### config.mk
export PLATFORM = sky130hd
export DESIGN_NAME = register_hl_mult
export DESIGN_NICKNAME = d
export VERILOG_FILES = /design/src/rtl/register_hl_mult.sv
export SDC_FILE = /design/constraint.sdc
export NUM_CORES = 1
export LEC_CHECK = 0
export CORE_AREA = 3 3 68 70
export CTS_CLUSTER_DIAMETER = 120
export CTS_CLUSTER_SIZE = 40
export DETAILED_ROUTE_END_ITERATION = 6
export DIE_AREA = 0 0 71 73
export PLACE_DENSITY = 0.79
export SLEW_MARGIN = 10
export SYNTH_ARGS = -nofsm -noshare
export SYNTH_HDL_FRONTEND = slang
export SYNTH_SLANG_ARGS = --single-unit
### constraint.sdc
create_clock -name clk -period 1.94 [get_ports clk]
set_input_delay 0.388 -clock clk [delete_from_list [all_inputs] [get_ports clk]]
set_output_delay 0.388 -clock clk [all_outputs]
set_load 0.02 [all_outputs]
### src/rtl/register_hl_mult.sv
// Double-wide product register: split high/low manual loads plus a sequential
// shift-and-add unsigned multiply that retires one product bit per clock.
module register_hl_mult #(
    parameter int N = 16
) (
    input  logic             clk,
    input  logic             clear_n,
    input  logic [N/2-1:0]   inh,
    input  logic [N/2-1:0]   inl,
    input  logic             loadh,
    input  logic             loadl,
    input  logic [N/2-1:0]   mcand,
    input  logic             start,
    output logic [N-1:0]     out,
    output logic             busy,
    output logic             done
);
    localparam int W  = N / 2;
    localparam int CW = $clog2(W + 1);

    localparam logic [1:0] IDLE = 2'd0;
    localparam logic [1:0] RUN  = 2'd1;
    localparam logic [1:0] DONE = 2'd2;

    logic [N-1:0]  r_out;
    logic [W-1:0]  r_mcand;
    logic [CW-1:0] r_cnt;
    logic [1:0]    r_state;
    logic          r_busy;
    logic          r_done;

    logic [W:0]    w_addend;
    logic [W:0]    w_sum;
    logic [N-1:0]  w_step;
    logic [N-1:0]  w_out_nxt;
    logic [W-1:0]  w_mcand_nxt;
    logic [CW-1:0] w_cnt_nxt;
    logic [1:0]    w_state_nxt;
    logic          w_busy_nxt;
    logic          w_done_nxt;

    // One shift-and-add step: add multiplicand into the high half when the
    // current multiplier LSB is set, then shift the whole register right with carry-in.
    always_comb begin
        if (r_out[0]) begin
            w_addend = {1'b0, r_mcand};
        end else begin
            w_addend = '0;
        end
        w_sum  = {1'b0, r_out[N-1:W]} + w_addend;
        w_step = {w_sum, r_out[W-1:1]};
    end

    // Next-state and next-output selection; busy/done are precomputed so the
    // registered flags line up exactly with RUN and DONE.
    always_comb begin
        w_out_nxt   = r_out;
        w_mcand_nxt = r_mcand;
        w_cnt_nxt   = r_cnt;
        w_state_nxt = r_state;
        w_busy_nxt  = 1'b0;
        w_done_nxt  = 1'b0;
        case (r_state)
            IDLE: begin
                if (start) begin
                    w_out_nxt   = {{W{1'b0}}, inl};
                    w_mcand_nxt = mcand;
                    w_cnt_nxt   = '0;
                    w_state_nxt = RUN;
                    w_busy_nxt  = 1'b1;
                end else begin
                    if (loadh) begin
                        w_out_nxt[N-1:W] = inh;
                    end else begin
                        w_out_nxt[N-1:W] = r_out[N-1:W];
                    end
                    if (loadl) begin
                        w_out_nxt[W-1:0] = inl;
                    end else begin
                        w_out_nxt[W-1:0] = r_out[W-1:0];
                    end
                end
            end
            RUN: begin
                w_out_nxt = w_step;
                w_cnt_nxt = r_cnt + CW'(1);
                if (r_cnt == CW'(W - 1)) begin
                    w_state_nxt = DONE;
                    w_done_nxt  = 1'b1;
                end else begin
                    w_busy_nxt  = 1'b1;
                end
            end
            DONE: begin
                w_state_nxt = IDLE;
            end
            default: begin
                w_state_nxt = IDLE;
            end
        endcase
    end

    // State and datapath registers; clear_n abandons any multiply in progress.
    always_ff @(posedge clk or negedge clear_n) begin
        if (!clear_n) begin
            r_out   <= '0;
            r_mcand <= '0;
            r_cnt   <= '0;
            r_state <= IDLE;
            r_busy  <= 1'b0;
            r_done  <= 1'b0;
        end else begin
            r_out   <= w_out_nxt;
            r_mcand <= w_mcand_nxt;
            r_cnt   <= w_cnt_nxt;
            r_state <= w_state_nxt;
            r_busy  <= w_busy_nxt;
            r_done  <= w_done_nxt;
        end
    end

    assign out  = r_out;
    assign busy = r_busy;
    assign done = r_done;

endmodule

# --- Yosys cells after proc, flatten, opt, wreduce, memory -nomap -nowiden ---
# Cells that the tools add are included.
op_classes:
  add_sub_neg: 2
  n_eq_ne: 6
  n_mux: 15
  n_reduce_logical: 7
ops:
  columns: ["op", "n"]
  rows:
  - ["16-bit one-hot mux with 2 select lines", 1]
  - ["8-bit 2-to-1 mux", 3]
  - ["16-bit 2-to-1 mux", 1]
  - ["2-bit AND reduction", 5]
  - ["8-bit by 9-bit adder with 9-bit output", 1]
  - ["4-bit one-hot mux with 2 select lines", 1]
  - ["3-bit inequality test (second input constant)", 2]
  - ["4-bit by 1-bit adder with 4-bit output (second input constant)", 1]
  - ["4-bit by 3-bit == test with 1-bit output (second input constant)", 1]
  - ["1-bit 2-to-1 mux", 4]
  - ["2-bit 2-to-1 mux", 2]
  - ["4-bit 2-to-1 mux", 1]
  - ["2-bit inequality test (second input constant)", 2]
  - ["2-bit one-hot mux with 2 select lines", 1]
  - ["2-bit by 1-bit == test with 1-bit output (second input constant)", 1]
  - ["2-bit logical NOT", 1]
  - ["1-bit one-hot mux with 2 select lines", 1]
  - ["2-bit nonzero test", 1]
totals:
  regBits: 32
  input_bits: 29
  output_inout_bits: 18
  word_cells: 37

# --- Logic depth before layout (Yosys ltp) ---
# Gate-level depths: netlist (run 1).
logic_depth:
  word_depth: 3
  mapped_depth: 9
  depth_no_buf: 9

# --- Least setup slack after synthesis (run 1) ---
# OpenSTA, ideal clock, no wires.
synth_path:
  path_kind: "reg2reg"
  startpoint: "reg r_out[0] (netlist: out[0])"
  endpoint: "reg r_out[13] (netlist: out[13])"
  setup_time_ns: 0.099
  t_arrival_ns: 1.971
  slack_ns: -0.130
  stages_incl_launch_ff: 10
  n_path_buf: 0
  path_cell_list: "dfrtp_1 and2_1 ha_1 inv_1 fa_1 nor2b_1 o21ai_0 a21oi_1 nor4_1 a311oi_1"
synth_between:
  elab_chain_cells: 3
synth_rtl:
  columns: ["item", "line_no", "text"]
  rows:
  - ["start: declaration", "25", "logic [N-1:0] r_out;"]
  - ["start signal: assignment", "113", "r_out <= w_out_nxt;"]
  - ["8-bit 2-to-1 mux", "45", "if (r_out[0]) begin"]
  - ["8-bit by 9-bit adder with 9-bit output", "50", "w_sum = {1'b0, r_out[N-1:W]} + w_addend;"]
  - ["16-bit one-hot mux with 2 select lines", "63", "case (r_state)"]
# No other way between the ends.
# A chain may end at the register's enable or synchronous reset.

# --- Final worst setup path (run 1) ---
# Ends and elaborated chain as after synthesis.

==> results.txt, run 1 <==
Status: finished clean
Final wirelength: 4000 µm
Diodes inserted: 0
DP Area: 2300 µm²
Initial Util: 43.5%
Power, Total: 0.00420 W
Reg-to-reg setup timing slack: 30 ps
Yosys cell types: 36
CP endpoint kind: flop
Top-count cell post-synth: dfrtp_1
Vias in the first global route: 1541
Worst setup margin: 28.1 ps
Leak pwr: 1.06 nW
H-tree levels: 2
Top Layer Used: met4
Grt ovf: 0
Fill cells: 359
Period utilisation layout: 98.5%
Initial antenna violation count: 0
DR DRC count: 0
Metal2 WL: 1880 µm
Reg area: 802 µm²
Syn avg cell area: 9.91 µm²
Reg2Reg Launch Point: out[0]$_DFFE_PN0P_
Worst r2r dst: out[13]$_DFFE_PN0P_
Yosys reg bits: 32
I/O Buffers: 46
GRT Util Overall: 17.6%
RePlAce Congestion: 0.809
Power per standard cell area: 1720 nW/µm²
Hold_buf cts: 0
Least-Margin Pin Slew: 474 ps
Via count: 1495
HP Class: input port to asynchronous set/reset pin
Finished layout cell area: 2440 µm²
First-pass GRT wire length: 7070 µm
Top-area cell type share of the netlist area: 45.6%
First DRT Iteration DRCs: 38
Pre-CTS worst setup slack: -97.3 ps
Core outline area: 4030 µm²
Max FO, Critical Path: 7
Post-synth top cells: dfrtp_1, o21ai_0, nand2_1
Nets: 271
TritonCTS clock tree: built
Final Hold Fails: 0
Die height: 73 µm
Fraction of the yosys area taken by sequential cells: 45.6%
Skew-Pair Late Insertion Delay: 280 ps
Startpoint class of the critical path: flop
Die area: 5180 µm²
Worst Path Required: 2130 ps
Clk sink count: 32
Syn_nets: 216
Post-synthesis mux area share: 10.3%
Max cap viols: 0
Post-synthesis compound-gate area fraction: 16.3%
Asr flop ratio synth: 100%
Post-Synth XOR/XNOR Area: 0.999%
Dpl hpwl: 3010 µm
Clock Pin Slew Worst Setup and Hold Paths: 70 ps
CTS root buffer: clkbuf_8
M1 WL: 1770 µm
Met3 WL post-DR: 272 µm
1st-pass router iterations: 4
Tmin final: 1910 ps
Max Fclk: 0.523 GHz
RSZ-0062 raised after global routing: true
Yosys top cell by area: dfrtp_1
Main flop type after synthesis: dfrtp_1
EDFF count, synth: 0
Critical path class: flop to flop
Cell count after synthesis: 177
VDD IR max: 810 µV
Area occupied by multi-input gates: 917 µm²
Slew HR: 68.4%
Vias/cell: 5.28
Largest net degree at the start of global routing: 33
Die width: 71 µm
Maximum root-to-sink buffer count: 2
Area Growth Syn to Fin: 38.9%
Main combinational cell family by area after synthesis: compound AO/OA/AOI/OAI gates
Setup Skew: 3.69 ps
Post-Synth Simple-Gate Area: 15.3%
Fin. max-slew vios: 0
IO Count: 47
Rows: 23
Dominant cells by area after synthesis: dfrtp_1, o21ai_0, ha_1, mux2i_1, mux2_2
Wire per inst: 14.1 µm
Share of layout cells above drive strength 1: 15.0%
Synth warn: 0
CTS Buf Count: 5
Synth Area in Adders: 7.56%
Worst-case reg-to-reg path depth: 9
Critical path arrival: 2100 ps
Netlist Area Pre-Place: 1750 µm²
Setup violations, final: 0
Antenna Violating Nets Remaining: 0
-- critical path: stages, from the launching register on --
cell,delay [ps]
dfrtp_2,400
and2_4,160
ha_4,140
inv_2,40
fa_2,340
nor2b_2,150
o21ai_2,80
a21oi_2,180
nor4_1,60
a311oi_1,270
-- stage by stage --
step           TNS (ps)  hold slack [ps]  util [%]  instances
2_1_floorplan         0             92.4         -        177
3_3_place_gp          0              482      57.1        274
3_5_place_dp       -137              493      57.1        274
4_1_cts               0              507      59.8        282
5_1_grt            -221              527      60.5        283
6_report              0              498      60.5        283
-- registers in the layout, indices dropped and copies added (netlist names) --
| name | count |
|---|---|
| busy | 1 |
| done | 1 |
| out | 16 |
| r_cnt | 4 |
| r_mcand | 8 |
| r_state | 2 |
-- final cells by class --
class / instances / share of cell area (%)
Timing Repair Buffer: 56 / 22.0
Clock buffer: 8 / 4.11
Tap cell: 50 / 2.57
Multi-Input combinational cell: 132 / 37.6
Inverter: 5 / 0.770
Sequential cell: 32 / 32.9
-- kinds of logic (layout without fill, tap and decap cells) --
group | Yosys count | after routing
buffers and inverters | 13 | 69
flip-flops | 32 | 32
AND/OR/NAND/NOR | 53 | 53
AO/OA/AOI/OAI | 50 | 50
XOR/XNOR | 2 | 2
adder cells (fa/ha/maj) | 10 | 10
multiplexers | 17 | 17
-- routing by layer --
layer | up-vias | GRT usage, %
met2 | 44 | 28.8
met5 | - | 0
li1 | 745 | -
met3 | 8 | 6.47
met4 | 0 | 6.47
met1 | 698 | 21.3
-- power by group --
group	internal, W	total (W)	switching (W)	leakage, nW
clock network	0.000323	0.000563	0.000239	0.0515
registers	0.00101	0.00127	0.000262	0.386
logic	0.00117	0.00237	0.00120	0.624
-- worst max-delay path by stage --
| stage | from | endpoint | depth (start not counted) |
|---|---|---|---|
| 2_1_floorplan | out[0]$_DFFE_PN0P_ | out[13]$_DFFE_PN0P_ | 9 |
| 4_1_cts | out[0]$_DFFE_PN0P_ | out[14]$_DFFE_PN0P_ | 8 |
| 6_report | out[0]$_DFFE_PN0P_ | out[13]$_DFFE_PN0P_ | 9 |
| 3_3_place_gp | out[0]$_DFFE_PN0P_ | out[13]$_DFFE_PN0P_ | 9 |
| 5_1_grt | out[0]$_DFFE_PN0P_ | out[13]$_DFFE_PN0P_ | 9 |
| 3_5_place_dp | out[0]$_DFFE_PN0P_ | out[13]$_DFFE_PN0P_ | 9 |
-- what timing repair did --
action / 4_1_cts / 5_1_grt
gates resized for setup: 2 / 6
setup buffers: 0 / 1
pin swaps: 1 / 6
setup endpoints to repair: 2 / 5
-- cells in the final DEF, fill, tap and decap left out, drive strengths merged, types with 2 or more instances in the layout --
cell type and n:
a21oi 9, a311oi 2, a31oi 5, and2 7, and4 2, buf 10, clkbuf 8, clkdlybuf4s50 46
dfrtp 32, ha 9, inv 5, mux2 8, mux2i 9, nand2 17, nand2b 4, nor2 7
nor2b 3, nor3 7, o211ai 2, o21ai 26, or2 2
Note: power is estimated with default switching activity, not from simulation.
==> run 2, diff against run 1 <==
CORE_AREA = 4 4 69 71   (was 3 3 68 70)
DIE_AREA = 0 0 73 75   (was 0 0 71 73)
HOLD_SLACK_MARGIN = 0.15   (was not set)
==> run 2 against run 1 <==
The run now ends with setup timing left. Global-route usage decreased by 2.2 points. Clock power increased by 1%. Utilization decreased by 2.1 points. Non-clock buffer count increased by 3. Critical path depth unchanged. Sequential cell count unchanged. Largest cell class unchanged.
==> results.txt, run 2 (synthesis results as in run 1) <==
Status: finished, violations left
Failing checks: setup timing
Worst r2r dst: out[13]$_DFFE_PN0P_
Largest net degree at the start of global routing: 33
Grt ovf: 0
Worst-case reg-to-reg path depth: 9
Wire per inst: 14.0 µm
RePlAce Congestion: 0.913
Sw Ratio: 40.4%
CP endpoint kind: flop
Least-Margin Pin Slew: 512 ps
Vias/cell: 5.10
Most frequent cells in the layout: clkdlybuf4s50_1, dfrtp_1, o21ai_0, nand2_1, buf_4
H-tree levels: 2
Worst setup margin: -41.8 ps
RSZ-0062 raised after global routing: true
Leak pwr: 1.08 nW
Maximum root-to-sink buffer count: 2
Setup Skew: 6.25 ps
Critical path arrival: 2160 ps
Initial antenna violation count: 0
Max reg flops: 16
Period utilisation layout: 102%
Fin. max-slew vios: 0
IO Count: 47
Reg-to-reg setup timing slack: -40 ps
Vias in the first global route: 1390
Sequential Power Share: 29.6%
Antenna Violating Nets Remaining: 0
Net Switching: 0.00172 W
GRT Util Overall: 15.4%
Critical Path Source: out[0]$_DFFE_PN0P_
HP Class: input port to asynchronous set/reset pin
Clock power frac: 13.4%
Int Power: 0.00254 W
I/O Buffers: 46
Leading cell type in the layout, fill and taps excluded: clkdlybuf4s50_1
Max cap viols: 0
Reg2Reg Launch Point: out[0]$_DFFE_PN0P_
CTS Buf Count: 5
Comb power frac: 57.0%
Die width: 73 µm
Total negative slack: -41.8 ps
1st-pass router iterations: 4
Fill cells: 371
Die height: 75 µm
Initial Util: 41.4%
Startpoint class of the critical path: flop
CTS root buffer: clkbuf_8
Clock Pin Slew Worst Setup and Hold Paths: 70 ps
Tmin final: 1980 ps
Area Growth Syn to Fin: 40.8%
Final wirelength: 4020 µm
Diodes inserted: 0
Setup violations, final: 1
DR DRC count: 0
Die area: 5480 µm²
Rows: 24
Hold_buf cts: 0
Pre-CTS worst setup slack: -57.9 ps
Power per standard cell area: 1730 nW/µm²
Core outline area: 4230 µm²
Nets: 274
TritonCTS clock tree: built
Slew HR: 65.8%
VDD IR max: 779 µV
Max FO, Critical Path: 6
Skew-Pair Late Insertion Delay: 290 ps
First-pass GRT wire length: 6420 µm
Via count: 1469
Share of layout cells above drive strength 1: 16.9%
Clk sink count: 32
Max Fclk: 0.505 GHz
Dpl hpwl: 2900 µm
First DRT Iteration DRCs: 94
Critical path class: flop to flop
Final Hold Fails: 0
Worst Path Required: 2120 ps
==> run 2: worst max-delay path by stage <==
stage	endpoint	slack, ps
floorplan	out[13]$_DFFE_PN0P_	30
global placement	out[13]$_DFFE_PN0P_	20
detailed placement	out[13]$_DFFE_PN0P_	-60
CTS	out[14]$_DFFE_PN0P_	0.5
global route	out[13]$_DFFE_PN0P_	-150
finish	out[13]$_DFFE_PN0P_	-40
==> run 2: critical path: stages (launching register included) <==
cell and delay, ps:
dfrtp_2 400, and2_4 160, ha_4 130, inv_2 40
fa_2 370, nor2b_2 150, o21ai_2 80, a21oi_2 210
nor4_2 80, a311oi_1 270
==> run 2: area by class of cell <==
class	instances	area [µm²]	area share [%]
multi-input cells	132	926	37.5
inverters	5	18.8	0.760
clock buffers	8	100	4.05
flip-flops and latches	32	802	32.5
repair buffers	59	558	22.6
well taps	52	65.1	2.63
==> run 2: what timing repair did <==
action	CTS	global route
resized for setup	2	9
setup endpoints to repair	2	5
hold endpoints to repair	0	0
pin swaps	1	8
buffers inserted	1	3
==> run 2: metrics by stage <==
| stage | power, W | area (µm²) | std cells | hold WS (ps) | util (%) |
|---|---|---|---|---|---|
| floorplan | 0.00276 | 1760 | 177 | 92.4 | - |
| global placement | 0.00348 | 2300 | 276 | 482 | 54.4 |
| detailed placement | 0.00354 | 2300 | 276 | 496 | 54.4 |
| CTS | 0.00415 | 2420 | 285 | 504 | 57.1 |
| global route | 0.00460 | 2470 | 288 | 526 | 58.3 |
| finish | 0.00426 | 2470 | 288 | 494 | 58.3 |
==> run 2: power groups by stage <==
stage               clock, W  combinational [W]  sequential, W
global route        0.000597            0.00268        0.00132
global placement           0            0.00222        0.00126
detailed placement         0            0.00228        0.00127
finish              0.000570            0.00243        0.00126
floorplan                  0            0.00132        0.00143
CTS                 0.000579            0.00231        0.00126
==> run 2: routing by layer <==
| layer | vias up | track usage [%] | wire length, µm |
|---|---|---|---|
| li1 | 746 | - | - |
| met1 | 671 | 20.6 | 1890 |
| met2 | 47 | 23.1 | 1770 |
| met3 | 5 | 5.21 | 282 |
| met4 | 0 | 6.15 | 76 |
| met5 | - | 0 | 0 |
==> run 3, diff against run 2 <==
CORE_AREA = 4 4 72 74   (was 4 4 69 71)
DIE_AREA = 0 0 76 78   (was 0 0 73 75)
PLACE_DENSITY = 0.73   (was 0.79)
==> run 3 against run 2 <==
Count of clock-buffer cells in the layout is 1 lower. Clock skew is 1.9 ps lower. Non-clock buffer count stayed put. Utilization is 3.8 points lower. The flow now finishes without violations. Critical path type unchanged. Clock power is 7.7% lower. Total power is 2.3% higher. Cell count is 0.69% higher. Wire length is 1.5% higher. Critical path depth stayed put.
==> results.txt, run 3 (synthesis results as in run 1) <==
Wire per inst: 14.1 µm
Grt met3 use: 3.36%
Reg-to-reg setup timing slack: 30 ps
Most frequent cells in the layout: clkdlybuf4s50_1, dfrtp_1, o21ai_0, nand2_1, buf_4
Max Fclk: 0.524 GHz
Maximum root-to-sink buffer count: 2
Most Crowded Layer GR: met2
1st-pass router iterations: 4
Hold Slack: 504 ps
Fin. max-slew vios: 0
Setup Skew: 4.34 ps
Least-Margin Pin Slew: 653 ps
Max FO, Critical Path: 5
Rows: 25
Initial antenna violation count: 0
Met2 Track Usage GR: 20.7%
Power per standard cell area: 1740 nW/µm²
RePlAce Congestion: 0.866
GRT Util Overall: 13.6%
CP endpoint kind: flop
Worst Path Required: 2130 ps
Via count: 1525
Area Growth Syn to Fin: 42.9%
Initial Util: 38.1%
H-tree levels: 2
TritonCTS clock tree: built
Setup violations, final: 0
GR Layer Usage met1: 17.7%
I/O Buffers: 46
Area occupied by multi-input gates: 966 µm²
First DRT Iteration DRCs: 105
Final Hold Fails: 0
Die width: 76 µm
CTS Buf Count: 5
Final wirelength: 4080 µm
Diodes inserted: 0
Hold_buf cts: 0
Max reg flops: 16
RSZ-0062 raised after global routing: true
Leading cell type in the layout, fill and taps excluded: clkdlybuf4s50_1
Nets: 274
IO Count: 47
Antenna Violating Nets Remaining: 0
Die area: 5930 µm²
Dpl hpwl: 2970 µm
Share of layout cells above drive strength 1: 17.8%
Period utilisation layout: 98.4%
First-pass GRT wire length: 6420 µm
Leak pwr: 1.07 nW
Status: finished clean
Core outline area: 4600 µm²
Clk sink count: 32
Power, Total: 0.00436 W
Startpoint class of the critical path: flop
Critical path arrival: 2100 ps
CTS root buffer: clkbuf_8
Critical path class: flop to flop
Slew HR: 56.5%
Fill cells: 407
Grt ovf: 0
Die height: 78 µm
Vias/cell: 5.26
VDD IR max: 673 µV
Reg area: 802 µm²
HP Class: input port to asynchronous set/reset pin
Tmin final: 1910 ps
Skew-Pair Late Insertion Delay: 280 ps
Vias in the first global route: 1361
Max cap viols: 0
DR DRC count: 0
Largest net degree at the start of global routing: 33
Clock Pin Slew Worst Setup and Hold Paths: 70 ps
run 3: cell count changes in the layout (fill, tap and decap cells not counted), sizes merged:
cell      before  now
clkbuf         8    7
clkinvlp       0    1
run 3: timing repair:
| item | CTS | global route |
|---|---|---|
| pin swaps | 1 | 5 |
| endpoints found under the setup margin | 4 | 6 |
| buffers inserted | 0 | 3 |
| gates resized for setup | 3 | 14 |
run 3: cell type report:
cell class / count / area share (%)
clock buffers: 7 / 3.44
multi-input cells: 132 / 38.5
repair buffers: 59 / 22.3
inverters: 5 / 0.749
clock inverters: 1 / 0.300
well taps: 54 / 2.70
flip-flops and latches: 32 / 32.0
run 3: metal layers:
metal	up-vias	share of wire (%)
li1	751	-
met1	713	44
met2	55	47
met3	6	7.4
met4	0	1.4
met5	-	0
run 3: where the power goes:
| part | leakage, nW | switching (W) | internal [W] |
|---|---|---|---|
| registers | 0.386 | 0.000278 | 0.00101 |
| logic | 0.639 | 0.00125 | 0.00130 |
| clock network | 0.0445 | 0.000238 | 0.000288 |
| total | 1.07 | 0.00177 | 0.00259 |
run 3: worst max-delay path: stages (launching register included):
cell,delay [ps]
dfrtp_2,390
and2_4,150
ha_4,140
inv_2,40
fa_2,360
nor2b_4,130
o21ai_2,80
a21oi_2,190
nor4_1,70
a311oi_1,260
run 3: through the flow:
step | instance area (µm²) | TNS [ps] | std cells | utilization (%) | worst slack, ps
6_report | 2510 | 0 | 290 | 54.5 | 30.1
5_1_grt | 2510 | -119 | 290 | 54.5 | -62.1
4_1_cts | 2420 | -17.8 | 287 | 52.6 | -17.8
3_5_place_dp | 2310 | -106 | 279 | 50.3 | -59.6
3_3_place_gp | 2310 | 0 | 279 | 50.3 | 5.35
2_1_floorplan | 1760 | 0 | 177 | - | 28.7
run 3: worst paths after layout:
check	startpoint	endpoint	depth (start not counted)
worst max register to register	out[0]$_DFFE_PN0P_	out[13]$_DFFE_PN0P_	9
min in group clk	out[1]$_DFFE_PN0P_	out[1]$_DFFE_PN0P_	2
worst min-delay path	clear_n	busy$_DFF_PN0_	2
max in group asynchronous	clear_n	out[0]$_DFFE_PN0P_	2
worst min register to register	out[1]$_DFFE_PN0P_	out[1]$_DFFE_PN0P_	2
worst max-delay path	out[0]$_DFFE_PN0P_	out[13]$_DFFE_PN0P_	9
